[src/rtl/gru_sequence_ctrl_if.sv]
// Handshake bundle for gru_sequence_ctrl: x stream in, gruCell recurrent loop,
// final hidden-state stream out, plus status.
interface gru_sequence_ctrl_if #(
   parameter int WIDTH  = 16,
   parameter int x_SIZE = 8,
   parameter int h_SIZE = 8,
   parameter int STEP_W = 8
);
   logic                    in_valid;
   logic                    in_ready;
   logic                    in_first;
   logic                    in_last;
   logic signed [WIDTH-1:0] in_x        [0:x_SIZE-1];
   logic signed [WIDTH-1:0] cell_x_t    [0:x_SIZE-1];
   logic signed [WIDTH-1:0] cell_h_prev [0:h_SIZE-1];
   logic signed [WIDTH-1:0] cell_h_t    [0:h_SIZE-1];
   logic                    out_valid;
   logic                    out_ready;
   logic signed [WIDTH-1:0] out_h       [0:h_SIZE-1];
   logic [STEP_W-1:0]       step_count;
   logic                    busy;

   modport master (
      output in_valid, in_first, in_last, in_x,
      output cell_h_t, out_ready,
      input  in_ready, cell_x_t, cell_h_prev,
      input  out_valid, out_h, step_count, busy
   );

   modport slave (
      input  in_valid, in_first, in_last, in_x,
      input  cell_h_t, out_ready,
      output in_ready, cell_x_t, cell_h_prev,
      output out_valid, out_h, step_count, busy
   );
endinterface

[src/rtl/gru_sequence_ctrl.sv]
// Sequences x_t vectors through a fixed-latency gruCell and feeds h_t back
// as h_t_minus_1; the final hidden state leaves on a valid/ready stream.
module gru_sequence_ctrl #(
   parameter int WIDTH        = 16,
   parameter int NFRAC        = 12,
   parameter int x_SIZE       = 8,
   parameter int h_SIZE       = 8,
   parameter int CELL_LATENCY = 3,
   parameter int STEP_W       = 8
) (
   input logic          clk,
   input logic          reset,
   gru_sequence_ctrl_if.slave bus
);
   localparam int CNT_W = $clog2(CELL_LATENCY + 1);

   if (CELL_LATENCY < 1 || NFRAC < 0 || NFRAC >= WIDTH) begin : g_bad_param
      $error("gru_sequence_ctrl: illegal parameter set");
   end

   typedef enum logic [1:0] {IDLE, WAIT, OUT} state_e;

   state_e                  state_q, state_d;
   logic [CNT_W-1:0]        cnt_q, cnt_d;
   logic                    last_q, last_d;
   logic [STEP_W-1:0]       step_q, step_d;
   logic                    load_x, clear_h, capture_h;
   logic signed [WIDTH-1:0] x_q [0:x_SIZE-1];
   logic signed [WIDTH-1:0] h_q [0:h_SIZE-1];

   always_comb begin
      state_d   = state_q;
      cnt_d     = cnt_q;
      last_d    = last_q;
      step_d    = step_q;
      load_x    = 1'b0;
      clear_h   = 1'b0;
      capture_h = 1'b0;
      unique case (state_q)
         IDLE: begin
            if (bus.in_valid) begin
               load_x  = 1'b1;
               last_d  = bus.in_last;
               cnt_d   = CNT_W'(CELL_LATENCY);
               state_d = WAIT;
               if (bus.in_first) begin
                  clear_h = 1'b1;
                  step_d  = '0;
               end
            end
         end
         WAIT: begin
            // cell output is only trusted on the last edge of the window
            if (cnt_q == CNT_W'(1)) begin
               capture_h = 1'b1;
               if (step_q != '1) step_d = step_q + 1'b1;
               state_d = last_q ? OUT : IDLE;
            end else begin
               cnt_d = cnt_q - 1'b1;
            end
         end
         OUT: begin
            if (bus.out_ready) state_d = IDLE;
         end
         default: state_d = IDLE;
      endcase
   end

   always_ff @(posedge clk or posedge reset) begin
      if (reset) begin
         state_q <= IDLE;
         cnt_q   <= '0;
         last_q  <= 1'b0;
         step_q  <= '0;
      end else begin
         state_q <= state_d;
         cnt_q   <= cnt_d;
         last_q  <= last_d;
         step_q  <= step_d;
      end
   end

   always_ff @(posedge clk or posedge reset) begin
      if (reset) begin
         x_q <= '{default: '0};
         h_q <= '{default: '0};
      end else begin
         if (load_x) x_q <= bus.in_x;
         if (clear_h) h_q <= '{default: '0};
         else if (capture_h) h_q <= bus.cell_h_t;
      end
   end

   assign bus.in_ready    = (state_q == IDLE);
   assign bus.out_valid   = (state_q == OUT);
   assign bus.busy        = (state_q != IDLE);
   assign bus.step_count  = step_q;
   assign bus.cell_x_t    = x_q;
   assign bus.cell_h_prev = h_q;
   assign bus.out_h       = h_q;
endmodule

[src/flat_wrapper.sv]
// flat-port wrapper written by rule: the top's interface ports become plain ports
module gru_sequence_ctrl_flat 
#(
   parameter int WIDTH        = 16,
   parameter int NFRAC        = 12,
   parameter int x_SIZE       = 8,
   parameter int h_SIZE       = 8,
   parameter int CELL_LATENCY = 3,
   parameter int STEP_W       = 8
)
  (clk, reset, bus_in_valid, bus_in_first, bus_in_last, bus_in_x, bus_cell_h_t, bus_out_ready, bus_in_ready, bus_cell_x_t, bus_cell_h_prev, bus_out_valid, bus_out_h, bus_step_count, bus_busy);
  gru_sequence_ctrl_if #(.WIDTH(WIDTH), .x_SIZE(x_SIZE), .h_SIZE(h_SIZE), .STEP_W(STEP_W)) bus_i ();
  input logic clk;
  input logic reset;
  input wire logic [$bits(bus_i.in_valid)-1:0] bus_in_valid;
  input wire logic [$bits(bus_i.in_first)-1:0] bus_in_first;
  input wire logic [$bits(bus_i.in_last)-1:0] bus_in_last;
  input wire logic [$bits(bus_i.in_x)-1:0] bus_in_x;
  input wire logic [$bits(bus_i.cell_h_t)-1:0] bus_cell_h_t;
  input wire logic [$bits(bus_i.out_ready)-1:0] bus_out_ready;
  output wire logic [$bits(bus_i.in_ready)-1:0] bus_in_ready;
  output wire logic [$bits(bus_i.cell_x_t)-1:0] bus_cell_x_t;
  output wire logic [$bits(bus_i.cell_h_prev)-1:0] bus_cell_h_prev;
  output wire logic [$bits(bus_i.out_valid)-1:0] bus_out_valid;
  output wire logic [$bits(bus_i.out_h)-1:0] bus_out_h;
  output wire logic [$bits(bus_i.step_count)-1:0] bus_step_count;
  output wire logic [$bits(bus_i.busy)-1:0] bus_busy;
  assign bus_i.in_valid = bus_in_valid;
  assign bus_i.in_first = bus_in_first;
  assign bus_i.in_last = bus_in_last;
  assign bus_i.in_x = {>>{bus_in_x}};
  assign bus_i.cell_h_t = {>>{bus_cell_h_t}};
  assign bus_i.out_ready = bus_out_ready;
  assign bus_in_ready = bus_i.in_ready;
  assign bus_cell_x_t = {>>{bus_i.cell_x_t}};
  assign bus_cell_h_prev = {>>{bus_i.cell_h_prev}};
  assign bus_out_valid = bus_i.out_valid;
  assign bus_out_h = {>>{bus_i.out_h}};
  assign bus_step_count = bus_i.step_count;
  assign bus_busy = bus_i.busy;
  gru_sequence_ctrl #(.WIDTH(WIDTH), .NFRAC(NFRAC), .x_SIZE(x_SIZE), .h_SIZE(h_SIZE), .CELL_LATENCY(CELL_LATENCY), .STEP_W(STEP_W)) u_core (.clk(clk), .reset(reset), .bus(bus_i));
endmodule
[config.mk]
export PLATFORM = sky130hd
export DESIGN_NAME = gru_sequence_ctrl_flat
export DESIGN_NICKNAME = d
export VERILOG_FILES = /design/src/rtl/gru_sequence_ctrl_if.sv /design/src/rtl/gru_sequence_ctrl.sv /design/src/flat_wrapper.sv
export SDC_FILE = /design/constraint.sdc
export NUM_CORES = 1
export LEC_CHECK = 0
export CORE_AREA = 8 8 250 252
export CTS_CLUSTER_SIZE = 14
export DETAILED_ROUTE_END_ITERATION = 10
export DIE_AREA = 0 0 258 260
export PLACE_DENSITY = 0.53
export SETUP_SLACK_MARGIN = 0.2
export SKIP_LAST_GASP = 1
export SLEW_MARGIN = 25
export SYNTH_ARGS = -nofsm -noshare
export SYNTH_HDL_FRONTEND = slang
export SYNTH_SLANG_ARGS = --single-unit
[constraint.sdc]
create_clock -name clk -period 18.9 [get_ports clk]
set_input_delay 2.835 -clock clk [delete_from_list [all_inputs] [get_ports clk]]
set_output_delay 2.835 -clock clk [all_outputs]
set_load 0.03 [all_outputs]
# == After elaboration in Yosys (flattened, before gate mapping) ==
# Index checks and enable logic that the tools add are counted.
# word_totals
regBits,269
latchBits,0
ramBits,0
romBits,0
word_cells,62
n_memories,0
# classes
addsub,2
n_mul,0
div_mod_pow,0
n_lt_le_gt_ge,0
n_eq_ne,10
shifts,0
n_mux,22
bitwise_logic,0
reduce_logical,8
# ops
op,n
$mux 128,2
$mux 8,4
$pmux 8 s2,1
$mux 2,6
$add 8x1->8 const B,1
$ne 2x2->1 const B,4
$ne 8x8->1 const B,1
$mux 1,7
$pmux 2 s3,1
$reduce_and 3->1,2
$reduce_bool 2->1,3
$reduce_and 5->1,1
$eq 2x1->1 const B,2
$ne 2x1->1 const B,2
$pmux 2 s2,1
$eq 2x2->1 const B,1
$logic_not 2->1,1
$reduce_and 2->1,1
$sub 2x1->2 const B,1

# == Depth between registers and ports, before layout ==
# depth
ltp_word,5
mapped_depth,9
mapped_depth_nobuf,6

# == Worst setup path after synthesis ==
# No wires, ideal clock.
# synth_path
path_type,flip-flop to output port
start,register u_core.state_q[1]
end,output bus_busy
t_arrival_ps,1006
path_slack_ps,15059
stages_incl_launch_ff,3
path_buffers,0
cell_sequence,dfrtp_1 nor2_2 inv_1
# synth_between
elab_chain_cells,1
# synth_rtl
item,line_no,text
"start, declared",gru_sequence_ctrl.sv:23,"state_e state_q, state_d;"
"start signal, assigned",gru_sequence_ctrl.sv:76,state_q <= state_d;
$reduce_bool 2->1,gru_sequence_ctrl.sv:96,assign bus.busy = (state_q != IDLE);
"end, declared",flat_wrapper.sv:27,output wire logic [$bits(bus_i.busy)-1:0] bus_busy;
# No other way between the ends.

==> out/metrics.cfg <==
[critical_path]
critPathBufInv=4
cpPeakStageDelay_ns=0.77
arrival_ns=5.47
worstSetupPathType=input port to asynchronous set/reset pin
critPathMaxFanout=95
required_ns=19.49
critPathSlowestCell=buf_4
worstRegToRegCells=5
start_kind=input port
cp.depth=4
cp_common_cell=buf_4
worstSetupEndpointType=asynchronous set/reset pin
critPathTopFamily=buffers and inverters
cp_cell_sequence=clkdlybuf4s50_1, inv_8, buf_4, buf_4

[min_path]
hold_path_depth=1
min_path_type=flip-flop to flip-flop

[floorplan]
start_util=0.195
rows=89
ioPinCount=657
die_area_um2=67100
core_area_um2=58500
fp.dieW_um=258
die_h_um=260

[clocking]
cts_buffers=31
cts_hold_buffers=0
htree_levels=1
cts.clk_slew.worst_paths_ns=0.06
cts_tree=built
insertion_delay_ns=0.57
root_buffer=clkbuf_16
clock_sinks=269
cts.path.max_buffers=3
post_cts_buffers=0
cts.repair.resized=0

[layout]
utilization=0.319
area_delta_synth_final_pct=63.4
layout_common_cells=clkdlybuf4s50_1 (656), dfrtp_1 (269), a22o_1 (130)
finalNetCount=1544
drive_gt1_frac=0.138
mostFrequentLayoutCell=clkdlybuf4s50_1

[sta]
finalHoldViolCount=0
maxSlewHeadroom=0.361
layout_min_cycle_time_ns=4.87
worstMarginPinSlew_ns=0.959
fin_crit_sh=0.258
fin_skew_ns=0.0153
rsz0062_at_grt=no
fmax_ghz=0.205
slew_viol_final=0
totalNegativeSetupSlack_ns=0
final-setup-viol-count=0

[route]
firstDrtPassIters=4
drt_iter0_drc=354
vias=8100
routed_wl_um=42700
vias_per_cell=3.90
ant_nets=0
wl_per_cell_um=20.6
drc=0

[yosys]
synth_edf_count=0
postSynthNetCount=1018
yosys_warnings=0
syn_area_um2=11400
ys.flop_type=dfrtp_1
synth_cells=754
syn_avg_cell_area_um2=15.1
yosysUniqueCellTypes=40
synth-seq-area-share=0.590
synthArstFlopShare=1.00
synth.ff_latch_count=269

[grt]
antenna_found_initial=1
grt_pass1_wl_um=62200
first_global_vias=9053
overflow=0
grt_use_total=0.119
grt_max_degree=96

[place]
gp_congestion=0.770
port_buffers=656
dp_hpwl_um=32600

[pwr]
internal_power_w=0.00227
combPwrFrac=0.590
leakage_nw=7.89
ir_drop_mv=0.115
p_sw_w=0.00180
p_seq_frac=0.270
pwr-share-clk=0.140
p_sw_frac=0.442
power_density_nw_per_um2=218

[outcome]
status=finished, final reports clean

[run]
cap_viol_max_count=0

-- flip-flops by register name, summed over array words and instances, names as in the netlist --
name                    flops
u_core.bus.step_count       8
u_core.bus.cell_x_t       128
u_core.last_q               1
u_core.state_q              2
u_core.cnt_q                2
u_core.bus.cell_h_prev    128
-- cell type report --
type | instances | area, um^2
Sequential cell | 269 | 6730
Tap cell | 773 | 967
Multi-Input combinational cell | 308 | 3310
Antenna cell | 1 | 2.50
Timing Repair Buffer | 665 | 6650
Inverter | 5 | 26.3
Clock buffer | 48 | 910
Clock inverter | 8 | 51.3
Fill cell | 5866 | 39800
-- path summary, 6_finish.rpt --
kind	start	to	slack (ns)
max	reset	u_core.bus.cell_h_prev[98]	14.03
min	u_core.bus.cell_x_t[105]	u_core.bus.cell_x_t[105]	0.48
max reg2reg	u_core.state_q[1]	u_core.bus.cell_h_prev[1]	16.06
min reg2reg	u_core.bus.cell_x_t[105]	u_core.bus.cell_x_t[105]	0.48
max in group clk	u_core.state_q[1]	bus_out_valid	14.04
min in group asynchronous	reset	u_core.bus.cell_x_t[16]	2.75
-- routing by layer --
| layer | vias to the layer above | GRT usage | share of wire |
|---|---|---|---|
| li1 | 3630 | - | - |
| met3 | 48 | 0.0392 | 0.084 |
| met2 | 361 | 0.211 | 0.51 |
| met1 | 4059 | 0.136 | 0.39 |
| met4 | 2 | 0.0316 | 0.020 |
| met5 | - | 0 | 0.00030 |
-- through the flow --
stage	setup WS (ns)	std cells	total power, W	hold WS [ns]	cell area [um^2]
final	14.03	2077	0.00407	0.481	18600
after global routing	13.56	2076	0.00426	0.506	18600
after CTS	13.87	2075	0.00414	0.487	18600
after detailed placement	13.24	2019	0.00353	0.474	17700
after global placement	13.21	2019	0.00352	0.469	17700
after floorplan	8.65	754	0.00264	0.456	11400
-- kinds of logic after synthesis --
logic type,Yosys count,synth area share
buffers and inverters,177,0.121
AO/OA/AOI/OAI,152,0.114
flip-flops,269,0.590
adder cells (fa/ha/maj),2,0.00219
AND/OR/NAND/NOR,25,0.0128
multiplexers,129,0.160
-- synthesized netlist by cell type, types with 3 or more instances --
| library cell | count | area, um^2 |
|---|---|---|
| buf_8 | 10 | 150 |
| a21o_1 | 3 | 22.5 |
| nand3_1 | 4 | 20.0 |
| mux2_2 | 19 | 214 |
| mux2_1 | 10 | 113 |
| buf_6 | 13 | 146 |
| inv_1 | 5 | 18.8 |
| a22o_1 | 130 | 1140 |
| a31oi_1 | 3 | 18.8 |
| nand2_1 | 4 | 15.0 |
| mux2_4 | 100 | 1500 |
| a21oi_1 | 4 | 20.0 |
| buf_4 | 128 | 961 |
| dfrtp_1 | 269 | 6730 |
| buf_2 | 21 | 105 |
-- power by group through the flow --
stage / registers [W] / clock network [W] / logic [W]
after floorplan: 0.00161 / 0 / 0.00103
after global placement: 0.00110 / 0 / 0.00242
after detailed placement: 0.00110 / 0 / 0.00243
after CTS: 0.00110 / 0.000594 / 0.00244
after global routing: 0.00114 / 0.000617 / 0.00250
final: 0.00110 / 0.000570 / 0.00240
Power figures use the tool's default switching activity.
